## config.mk

```make
export PLATFORM = sky130hd
export DESIGN_NAME = add_round_key_stage
export DESIGN_NICKNAME = d
export VERILOG_FILES = /design/src/rtl/aes_pkg.sv /design/src/rtl/ark_byte_buf.sv /design/src/rtl/add_round_key_stage.sv
export SDC_FILE = /design/constraint.sdc
export NUM_CORES = 1
export LEC_CHECK = 0
export CAP_MARGIN = 5
export CORE_UTILIZATION = 45
export CTS_CLUSTER_DIAMETER = 120
export DETAILED_ROUTE_END_ITERATION = 8
export SLEW_MARGIN = 25
export SYNTH_ARGS = -nofsm -noshare
export SYNTH_HDL_FRONTEND = slang
export SYNTH_SLANG_ARGS = --single-unit
```

## constraint.sdc

```tcl
create_clock -name clk -period 4 [get_ports clk]
set_clock_uncertainty 0.1 [all_clocks]
set_input_delay 1.2 -clock clk [delete_from_list [all_inputs] [get_ports clk]]
set_output_delay 1.2 -clock clk [all_outputs]
set_load 0.1 [all_outputs]
```

## src/rtl/aes_pkg.sv

```systemverilog
// Shared AES datapath types: block geometry, byte type and AddRoundKey FSM states.
package aes_pkg;
    localparam int AES_NBYTES = 16;
    localparam int AES_DW     = 8;

    typedef logic [AES_DW-1:0] byte_t;

    typedef enum logic [1:0] {
        S_LOAD_ST  = 2'd0,
        S_WAIT_KEY = 2'd1,
        S_STREAM   = 2'd2,
        S_DONE     = 2'd3
    } ark_state_t;
endpackage

```

## src/rtl/ark_byte_buf.sv

```systemverilog
// State byte register file: one synchronous write port, one asynchronous read port.
module ark_byte_buf #(
    parameter int NBYTES = 16,
    parameter int DW     = 8,
    parameter int AW     = $clog2(NBYTES)
) (
    input  logic          clk,
    input  logic          we,
    input  logic [AW-1:0] waddr,
    input  logic [DW-1:0] wdata,
    input  logic [AW-1:0] raddr,
    output logic [DW-1:0] rdata
);
    // Contents are never reset; the FSM always rewrites all bytes before reading.
    logic [DW-1:0] mem_q [NBYTES];

    always_ff @(posedge clk) begin
        if (we) begin
            mem_q[waddr] <= wdata;
        end
    end

    assign rdata = mem_q[raddr];
endmodule

```

## src/rtl/add_round_key_stage.sv

```systemverilog
// Byte-serial AddRoundKey: capture 16 state bytes, request the round key, stream state^key.
// Optional key re-register outputs are enabled by defining ARK_KEY_PASSTHRU_EN.
module add_round_key_stage
    import aes_pkg::*;
#(
    parameter int NBYTES = AES_NBYTES,
    parameter int DW     = AES_DW
) (
    input  logic          clk,
    input  logic          rst,
    input  logic [DW-1:0] state_in,
    input  logic          state_valid,
    input  logic [DW-1:0] key_in,
    input  logic          key_valid,
    output logic          round_complete,
    output logic [DW-1:0] dout,
    output logic          dout_valid,
    output logic          done,
`ifdef ARK_KEY_PASSTHRU_EN
    output logic [DW-1:0] key_out,
    output logic          key_out_valid,
`endif
    output logic          busy
);
    localparam int CW = $clog2(NBYTES) + 1;
    localparam int AW = $clog2(NBYTES);
    localparam logic [CW-1:0] LAST = CW'(NBYTES - 1);

    ark_state_t    state_q, state_d;
    logic [CW-1:0] st_cnt_q, st_cnt_d;
    logic [CW-1:0] k_cnt_q, k_cnt_d;
    logic          rc_q, rc_d;
    logic [DW-1:0] dout_q, dout_d;
    logic          dout_valid_q, dout_valid_d;
    logic          done_q, done_d;
    logic          we;
    logic          key_fire;
    logic [DW-1:0] rdata;

    ark_byte_buf #(.NBYTES(NBYTES), .DW(DW)) u_buf (
        .clk   (clk),
        .we    (we),
        .waddr (st_cnt_q[AW-1:0]),
        .wdata (state_in),
        .raddr (k_cnt_q[AW-1:0]),
        .rdata (rdata)
    );

    always_comb begin
        state_d      = state_q;
        st_cnt_d     = st_cnt_q;
        k_cnt_d      = k_cnt_q;
        rc_d         = rc_q;
        dout_d       = dout_q;
        dout_valid_d = 1'b0;
        done_d       = 1'b0;
        we           = 1'b0;
        key_fire     = 1'b0;
        case (state_q)
            S_LOAD_ST: begin
                if (state_valid) begin
                    we = 1'b1;
                    if (st_cnt_q == LAST) begin
                        st_cnt_d = '0;
                        rc_d     = 1'b1;
                        state_d  = S_WAIT_KEY;
                    end else begin
                        st_cnt_d = st_cnt_q + 1'b1;
                    end
                end
            end
            S_WAIT_KEY: begin
                // Expander needs round_complete held until it starts emitting key bytes.
                rc_d = 1'b1;
                if (key_valid) begin
                    key_fire = 1'b1;
                    rc_d     = 1'b0;
                    k_cnt_d  = CW'(1);
                    state_d  = S_STREAM;
                end
            end
            S_STREAM: begin
                if (key_valid) begin
                    key_fire = 1'b1;
                    if (k_cnt_q == LAST) begin
                        state_d = S_DONE;
                    end else begin
                        k_cnt_d = k_cnt_q + 1'b1;
                    end
                end
            end
            S_DONE: begin
                done_d  = 1'b1;
                k_cnt_d = '0;
                state_d = S_LOAD_ST;
            end
            default: state_d = S_LOAD_ST;
        endcase
        if (key_fire) begin
            dout_d       = rdata ^ key_in;
            dout_valid_d = 1'b1;
        end
    end

    always_ff @(posedge clk) begin
        if (rst) begin
            state_q      <= S_LOAD_ST;
            st_cnt_q     <= '0;
            k_cnt_q      <= '0;
            rc_q         <= 1'b0;
            dout_q       <= '0;
            dout_valid_q <= 1'b0;
            done_q       <= 1'b0;
        end else begin
            state_q      <= state_d;
            st_cnt_q     <= st_cnt_d;
            k_cnt_q      <= k_cnt_d;
            rc_q         <= rc_d;
            dout_q       <= dout_d;
            dout_valid_q <= dout_valid_d;
            done_q       <= done_d;
        end
    end

`ifdef ARK_KEY_PASSTHRU_EN
    logic [DW-1:0] key_out_q, key_out_d;
    logic          key_out_valid_q, key_out_valid_d;

    always_comb begin
        key_out_d       = key_fire ? key_in : key_out_q;
        key_out_valid_d = key_fire;
    end

    always_ff @(posedge clk) begin
        if (rst) begin
            key_out_q       <= '0;
            key_out_valid_q <= 1'b0;
        end else begin
            key_out_q       <= key_out_d;
            key_out_valid_q <= key_out_valid_d;
        end
    end

    assign key_out       = key_out_q;
    assign key_out_valid = key_out_valid_q;
`endif

    assign round_complete = rc_q;
    assign dout           = dout_q;
    assign dout_valid     = dout_valid_q;
    assign done           = done_q;
    assign busy           = !(state_q == S_LOAD_ST && st_cnt_q == '0);
endmodule
```

# After elaboration in Yosys (flattened, before gate mapping)
# Memories as Yosys holds them, arrays and structs flattened. A register that Yosys moved wholly into a read port is not among the register bits.
# Cells that the tools add are included.
# totals
regBits	23
latchBits	0
ramBits	128
rom_bits	0
inputBits	20
output_inout_bits	12
wordCells	58
n_memories	1
# op_classes
addsub	2
mul	0
div_mod_pow	0
n_lt_le_gt_ge	0
eq_ne	11
shift	0
muxes	25
bitwise	1
reduce_logical	11
# memory_table
name	depth	width	read_ports	rd_clocked_by_memory_dff	wr	line	rtl
u_buf.mem_q	16	8	1	1	1	ark_byte_buf.sv:15	logic [DW-1:0] mem_q [NBYTES];
# op_table
op	n
$mux 5	4
$pmux 5 s3	1
$ne 2x2->1 const B	6
$mux 1	11
$add 5x1->5 const B	2
$eq 5x4->1 const B	2
$mux 2	5
$mux 4	2
$pmux 2 s4	1
$xor 8x8->8	1
$logic_not 5->1	1
$reduce_and 5->1	1
$eq 2x2->1 const B	2
$reduce_and 4->1	1
$reduce_and 3->1	1
$reduce_bool 3->1	1
$eq 2x1->1 const B	1
$logic_not 2->1	1
$pmux 1 s2	1
$reduce_and 2->1	1
$reduce_bool 2->1	1
$reduce_or 2->1	1
$logic_and 1x1->1	1
$logic_not 1->1	1

# Depth between registers and ports, before layout
# depth
word_depth	6
ltp_mapped	8
depth_no_buf	8

# By module
# A second synthesis with hierarchy kept.
# unflattened
hier_cells	357
area_unflattened_um2	6213.5
# by_module_without_submodules
mod	instances	cells_per_inst	area_each_um2
ark_byte_buf	1	221	4987.3
add_round_key_stage	1	136	1226.2

# Least setup slack after synthesis
# No wires, ideal clock.
# synth_timing
kind	flip-flop to output port
startpoint	register state_q[0]
endpoint	output port busy
arrival_ns	1.505
t_required_ns	2.700
path_slack_ns	1.195
stages_incl_launch_ff	5
cell_sequence	dfxtp_1 > inv_1 > ha_1 > nand2_1 > or4_1
# synth_via
elab_chain_cells	3
# synth_lines
element	line	rtl
start, declared	add_round_key_stage.sv:29	ark_state_t state_q, state_d;
start signal, assigned	add_round_key_stage.sv:115	state_q <= state_d;
$logic_not 2->1	add_round_key_stage.sv:152	assign busy = !(state_q == S_LOAD_ST && st_cnt_q == '0);
$logic_and 1x1->1	add_round_key_stage.sv:152	
$logic_not 1->1	add_round_key_stage.sv:152	
end, declared	add_round_key_stage.sv:23	output logic busy
# Every way passes these cells.

# Worst setup path in the final report
# layout_timing
startpoint	register dout_q[3] (netlist: dout[3])
endpoint	output port dout[3]
# layout_lines
element	line	rtl
start, declared	add_round_key_stage.sv:33	logic [DW-1:0] dout_q, dout_d;
start signal, assigned	add_round_key_stage.sv:119	dout_q <= dout_d;
end, declared	add_round_key_stage.sv:16	output logic [DW-1:0] dout,
# No word-level cell between the ends.

==> impl_metrics.py <==
metrics = {
    "power_and_ir_drop": {
        "internal_power_mw": 2.74,
        "seqPwrFrac_pct": 50.8,
        "swShare_pct": 21.3,
        "power_mw": 3.48,
        "p_sw_uw": 742,
        "combPwrFrac_pct": 3.4,
        "p_leak_nw": 2.39,
        "power_density_nw_per_um2": 470,
        "clockPowerShare_pct": 45.9,
        "peakVddDrop_uv": 307,
    },
    "route": {
        "route.detailed.drc": 0,
        "wirelength_mm": 13.1,
        "first_pass_iters": 5,
        "drt_iter0_markers": 187,
        "wl_per_cell_um": 20.8,
        "ant_nets": 0,
        "vias": 3351,
        "via_per_inst": 5.32,
    },
    "final_layout": {
        "final_common_cell": "edfxtp_1",
        "drive_gt1_share_pct": 10.8,
        "fillers": 1121,
        "n_antenna_cell": 0,
        "final_cell_mix": "128 x edfxtp_1, 42 x mux2i_1, 30 x nor2_1",
        "final_nets": 472,
        "area_growth_pct": 17.1,
        "fin_util_pct": 55.0,
    },
    "critical_path": {
        "critPathSlowestCell": "clkdlybuf4s50_1",
        "worstPathArrival_ns": 1.89,
        "worst-path-buf-inv": 1,
        "end_kind": "output port",
        "cp_top_family": "buffers and inverters",
        "cp_max_fo": 2,
        "startpoint_type": "register",
        "cp_cell_sequence": "clkdlybuf4s50_1",
        "cp_slowest_stage_delay_ns": 1.14,
        "critPathKind": "reg2out",
        "worstSetupStartpoint": "dout[3]",
        "r2r_slack_ns": 1.45,
        "critical_path_required_ns": 2.70,
    },
    "clock_tree": {
        "clock_sink_count": 155,
        "cts_root_buffer": "clkbuf_16",
        "htreeDepth": 4,
        "clk_pin_slew_ns": 0.06,
        "cts_tree": "built",
        "clkLatencyLatePin_ns": 0.42,
        "cts_buffers": 17,
        "cts_setup_buffers": 0,
        "clk_path_buf_depth": 2,
        "cts.repair.resized": 0,
        "cts_hold_buf": 0,
    },
    "grt": {
        "grt_pass1_wl_mm": 20.1,
        "antenna_found_initial": 0,
        "grt_pass1_vias": 3419,
        "grt_usage_pct": 19.8,
        "grt_max_degree": 19,
        "overflow": 0,
    },
    "run": {
        "drv_cap": 0,
    },
    "timing": {
        "finalSetupTns_ns": 0,
        "slew_headroom_pct": 35.0,
        "tightest_slew_ns": 0.972,
        "layout_setup_ws_ns": 0.806,
        "finalSetupViolCount": 0,
        "fin_hold_ws_ns": 0.384,
        "slew_violations": 0,
        "period_minus_slack_ns": 3.19,
        "rsz0062_at_grt": "false",
        "final.period_utilization_pct": 79.9,
        "fmax_mhz": 313,
        "hold_viol": 0,
    },
    "min_path": {
        "min_from": "dout[2]",
        "hold_class": "reg2reg",
    },
    "die": {
        "die-area_um2": 14500,
        "initial_core_util_pct": 47.0,
        "die_x_um": 121,
        "fp.coreArea_um2": 13500,
        "die_height_um": 121,
        "rows": 42,
        "ios": 32,
    },
    "logic_synthesis": {
        "synth_area_um2": 6320,
        "ys_types": 39,
        "syn-num-nets": 431,
        "synth_top_area_share_pct": 60.8,
        "synth_area_leaders": "edfxtp_1 61%, dfxtp_1 8.5%, mux2i_1 6.6%",
        "synth.avg_cell_area_um2": 15.8,
        "yosysTopAreaCell": "edfxtp_1",
        "synth-seq-cells": 155,
        "seq_area_frac_synth_pct": 69.3,
        "syn_inst": 400,
        "yosys_warnings": 0,
    },
    "place": {
        "gp_congestion": 0.815,
        "dp_slack_ns": 0.708,
        "hpwlAfterDp_mm": 8.77,
        "buffer_ports.inserted": 31,
    },
    "outcome": {
        "outcome": "finished, final reports clean",
    },
}
-- synth_stat cells --
cell type,instances
mux2i_1,42
nor3_1,4
dfxtp_1,27
clkbuf_1,7
nor2b_1,4
or3_1,1
buf_4,2
or2_0,1
a311oi_1,1
o21ai_1,2
ha_1,11
a21oi_1,10
nor2_1,30
buf_1,1
buf_2,6
o22ai_1,17
nand2_1,29
nand4b_1,2
o21a_1,1
mux4_2,2
o21ai_0,3
xnor2_1,8
mux4_1,14
o211ai_1,8
nor3b_1,1
nor3_2,1
edfxtp_1,128
buf_6,2
inv_1,8
mux2_2,1
and2_1,3
or2_2,1
nand2b_1,4
and3_1,1
xor2_1,9
or4_1,1
a32oi_1,2
a221oi_1,1
nand3_1,4
-- per-stage QoR --
stage | area, µm² | cells
floorplan | 6320 | 400
global placement | 6820 | 598
detailed placement | 6820 | 598
CTS | 7400 | 630
global route | 7400 | 630
finish | 7400 | 630
-- flip-flops by register name (all words and copies together) (netlist names), named ones only --
name            flops
round_complete      1
k_cnt_q             5
dout                8
state_q             2
u_buf.mem_q       128
st_cnt_q            5
done                1
dout_valid          1
-- final timing paths --
| kind | endpoint | depth (start not counted) |
|---|---|---|
| setup / recovery | dout[3] | 1 |
| hold / removal | dout[2] | 2 |
| setup reg to reg | dout[2] | 6 |
| hold reg to reg | dout[2] | 2 |
-- power groups by stage --
stage	Sequential (mW)	Clock (mW)	Combinational, mW
6_report	1.76	1.59	0.117
2_1_floorplan	1.80	0	0.0510
5_1_grt	1.77	1.69	0.128
3_5_place_dp	1.80	0	0.120
3_3_place_gp	1.80	0	0.118
4_1_cts	1.77	1.61	0.119
-- per-layer routing --
metal	part of all wire, %	vias up	wire length (µm)	track usage (%)
met2	49	76	6390	31.9
met5	0	-	0	0
li1	-	1614	-	-
met3	3.7	12	484	4.15
met4	1.3	0	173	6.94
met1	46	1649	6040	26.6
-- cell type report --
type | count | area (µm²) | area share, %
Sequential cell | 155 | 4380 | 59.2
Multi-Input combinational cell | 219 | 1810 | 24.5
Clock buffer | 17 | 425 | 5.75
Timing Repair Buffer | 40 | 368 | 4.97
Tap cell | 176 | 220 | 2.97
Clock inverter | 15 | 164 | 2.21
Inverter | 8 | 30.0 | 0.406
-- cell families (layout without fill, tap and decap cells) --
| group | Yosys count | after routing | share of synthesized area, % |
|---|---|---|---|
| AND/OR/NAND/NOR | 87 | 87 | 6.29 |
| multiplexers | 59 | 59 | 13.4 |
| buffers and inverters | 26 | 80 | 2.02 |
| AO/OA/AOI/OAI | 45 | 45 | 4.49 |
| XOR/XNOR | 17 | 17 | 2.35 |
| adder cells (fa/ha/maj) | 11 | 11 | 2.18 |
| flip-flops | 155 | 155 | 69.3 |
No activity file was read; power rests on OpenSTA's default activity.
==> RTL change: new RTL, config.mk and constraints unchanged <==
Set the package constant `AES_NBYTES` to 32 (it was 16).
--- a/src/rtl/aes_pkg.sv
+++ b/src/rtl/aes_pkg.sv
@@ -1,5 +1,5 @@
 // Shared AES datapath types: block geometry, byte type and AddRoundKey FSM states.
 package aes_pkg;
-    localparam int AES_NBYTES = 16;
+    localparam int AES_NBYTES = 32;
     localparam int AES_DW     = 8;
 
Formal check against the unedited RTL: no difference found for any inputs over 10 cycles, from zero or initial values and one cycle with rst high; that may be too few to reach the edited logic, so the function may still have changed.
==> RTL change against the unedited design <==
Sequential share of layout area increased by 4.9 points; final cell count increased by 62%; non-clock buffer count increased by 14; cell area increased by 75%; sequential cell count grew 131; setup slack worse by 300 ps; area after synthesis up 80%; routed wire length up 100%; fmax fell by 8.5%; sequential power increased by 86%; total power up 72%; register-to-register slack lost 180 ps.
==> RTL change: results (changes against the unedited design) <==
| Metric | Value |
|---|---|
| Run status | `completed (unchanged)` |
| Detail Placement HPWL | `16.6 mm (was 8.77 mm)` |
| Total via count in the routed design | `5998 (was 3351)` |
| Clock latency of the later-clocked register in the worst-skew pair | `540 ps (was 420 ps)` |
| Number of CTS-inserted buffers | `29 (was 17)` |
| Count of maximum capacitance violations | `0 (unchanged)` |
| Post-placement setup slack | `505 ps (was 708 ps)` |
| Worst r2r path cells | `6 (unchanged)` |
| Routability Congestion | `0.815 (about the same)` |
| Count of H-tree levels built during CTS | `1 (was 4)` |
| Top fanout value on the critical path | `14 (was 2)` |
| Total global routing track utilization | `21.0% (was 19.8%)` |
| Routed WL | `26.5 mm (was 13.1 mm)` |
| Global-route met2 utilization | `34.2% (was 31.9%)` |
| R2R setup slack | `1270 ps (was 1450 ps)` |
| Startpoint of the worst setup timing path | `st_cnt_q[4] (was dout[3])` |
| Pin count of the biggest net entering global routing | `57 (was 19)` |
| Detailed-route vias per instance | `5.88 (was 5.32)` |
| Reg-to-reg critical path endpoint | `dout[4] (was dout[2])` |
| EDFF count, synth | `256 (was 128)` |
| Global-route wire length before repair | `39.1 mm (was 20.1 mm)` |
| Met3 global-route usage | `3.31% (was 4.15%)` |
| Top post-synthesis cells by count | `sky130_fd_sc_hd__edfxtp_1, sky130_fd_sc_hd__nor2_1, sky130_fd_sc_hd__mux4_2 (was sky130_fd_sc_hd__edfxtp_1, sky130_fd_sc_hd__mux2i_1, sky130_fd_sc_hd__nor2_1)` |
| Leakage power of the design | `4.01 nW (was 2.39 nW)` |
| Count of cell types in the netlist | `47 (was 39)` |
| Number of global-route vias before repair | `6226 (was 3419)` |
| Fillers | `1973 (was 1121)` |
| Family with the most delay on the worst path | `simple AND/OR/NAND/NOR gates (was buffers and inverters)` |
| Sequential share of the synthesized area | `72.7% (was 69.3%)` |
| Crit path largest cell delay | `530 ps (was 1140 ps)` |
| Initial detailed-routing violation count | `600 (was 187)` |
| Post-Syn Instances | `619 (was 400)` |
| End of the critical path | `busy (was dout[3])` |
| Library cell used as clock root buffer | `sky130_fd_sc_hd__clkbuf_16 (unchanged)` |
| Proportion of layout cells with a drive suffix above 1 | `22.0% (was 10.8%)` |
| Number of flip-flops in the largest register | `256 (was 128)` |
| Shortest clock period the worst path allows after layout | `3490 ps (was 3190 ps)` |
| Bufs on Longest Clock Path | `3 (was 2)` |
| Instance area after placement | `12000 µm² (was 6820 µm²)` |
## RTL change: cell count changes in the layout (fill, tap and decap cells not counted), moves of 8 or more
cell                              before  now
sky130_fd_sc_hd__edfxtp_1            128  256
sky130_fd_sc_hd__mux2_2                1   12
sky130_fd_sc_hd__nand2_1              29   16
sky130_fd_sc_hd__mux4_1               14    5
sky130_fd_sc_hd__clkbuf_16            17   29
sky130_fd_sc_hd__clkdlybuf4s50_1      27   16
sky130_fd_sc_hd__nor4_2                0    8
sky130_fd_sc_hd__mux4_2                2   47
sky130_fd_sc_hd__a211oi_1              0    8
sky130_fd_sc_hd__nor2_1               30   48
sky130_fd_sc_hd__mux2i_1              42   15
sky130_fd_sc_hd__buf_4                13   33
sky130_fd_sc_hd__o22ai_1              17   29
sky130_fd_sc_hd__clkinv_1              1   10
## RTL change: worst min-delay path: cells and delay by family (launching register included)
kind             cells  cell delay, ps
AND/OR/NAND/NOR      1             100
AO/OA/AOI/OAI        1              50
flip-flops           1             310
## RTL change: routing by layer
metal  vias up  share of wire, %
li1       2613                 -
met1      3093                42
met2       249                49
met3        43               6.7
met4         0               2.6
met5         -                 0
## RTL change: cell type report
type | instances | area (µm²) | share of cell area [%]
Timing Repair Buffer | 54 | 448 | 3.46
Clock buffer | 34 | 744 | 5.75
Clock inverter | 18 | 153 | 1.18
Tap cell | 324 | 405 | 3.13
Sequential cell | 286 | 8290 | 64.1
Multi-Input combinational cell | 297 | 2870 | 22.2
Inverter | 7 | 26.3 | 0.203
## RTL change: power by group through the flow
| stage | Sequential [mW] | Clock (mW) | Combinational (mW) |
|---|---|---|---|
| 6_report | 3.27 | 2.55 | 0.148 |
| 5_1_grt | 3.27 | 2.70 | 0.160 |
| 2_1_floorplan | 3.33 | 0 | 0.0531 |
| 3_3_place_gp | 3.33 | 0 | 0.150 |
| 4_1_cts | 3.27 | 2.58 | 0.152 |
| 3_5_place_dp | 3.33 | 0 | 0.152 |
## RTL change: worst min-delay path by stage
| stage | from | slack (ps) | cells after the start | end |
|---|---|---|---|---|
| 5_1_grt | dout[0] | 450 | 2 | dout[0] |
| 4_1_cts | dout[6] | 420 | 2 | dout[6] |
| 3_5_place_dp | dout[6] | 410 | 2 | dout[6] |
| 6_report | dout[6] | 420 | 2 | dout[6] |
| 3_3_place_gp | k_cnt_q[1] | 390 | 2 | flop |
| 2_1_floorplan | st_cnt_q[5] | 360 | 2 | st_cnt_q[3] |
## RTL change: kinds of logic after synthesis
logic type	after synthesis	synth area share [%]
AOI/OAI and AO/OA	70	4.04
xor gates and xnor gates	12	0.922
buffers and inverters	36	2.04
DFF	286	72.7
muxes	79	12.9
and+or+nand+nor	126	6.20
adders and majority gates	10	1.10
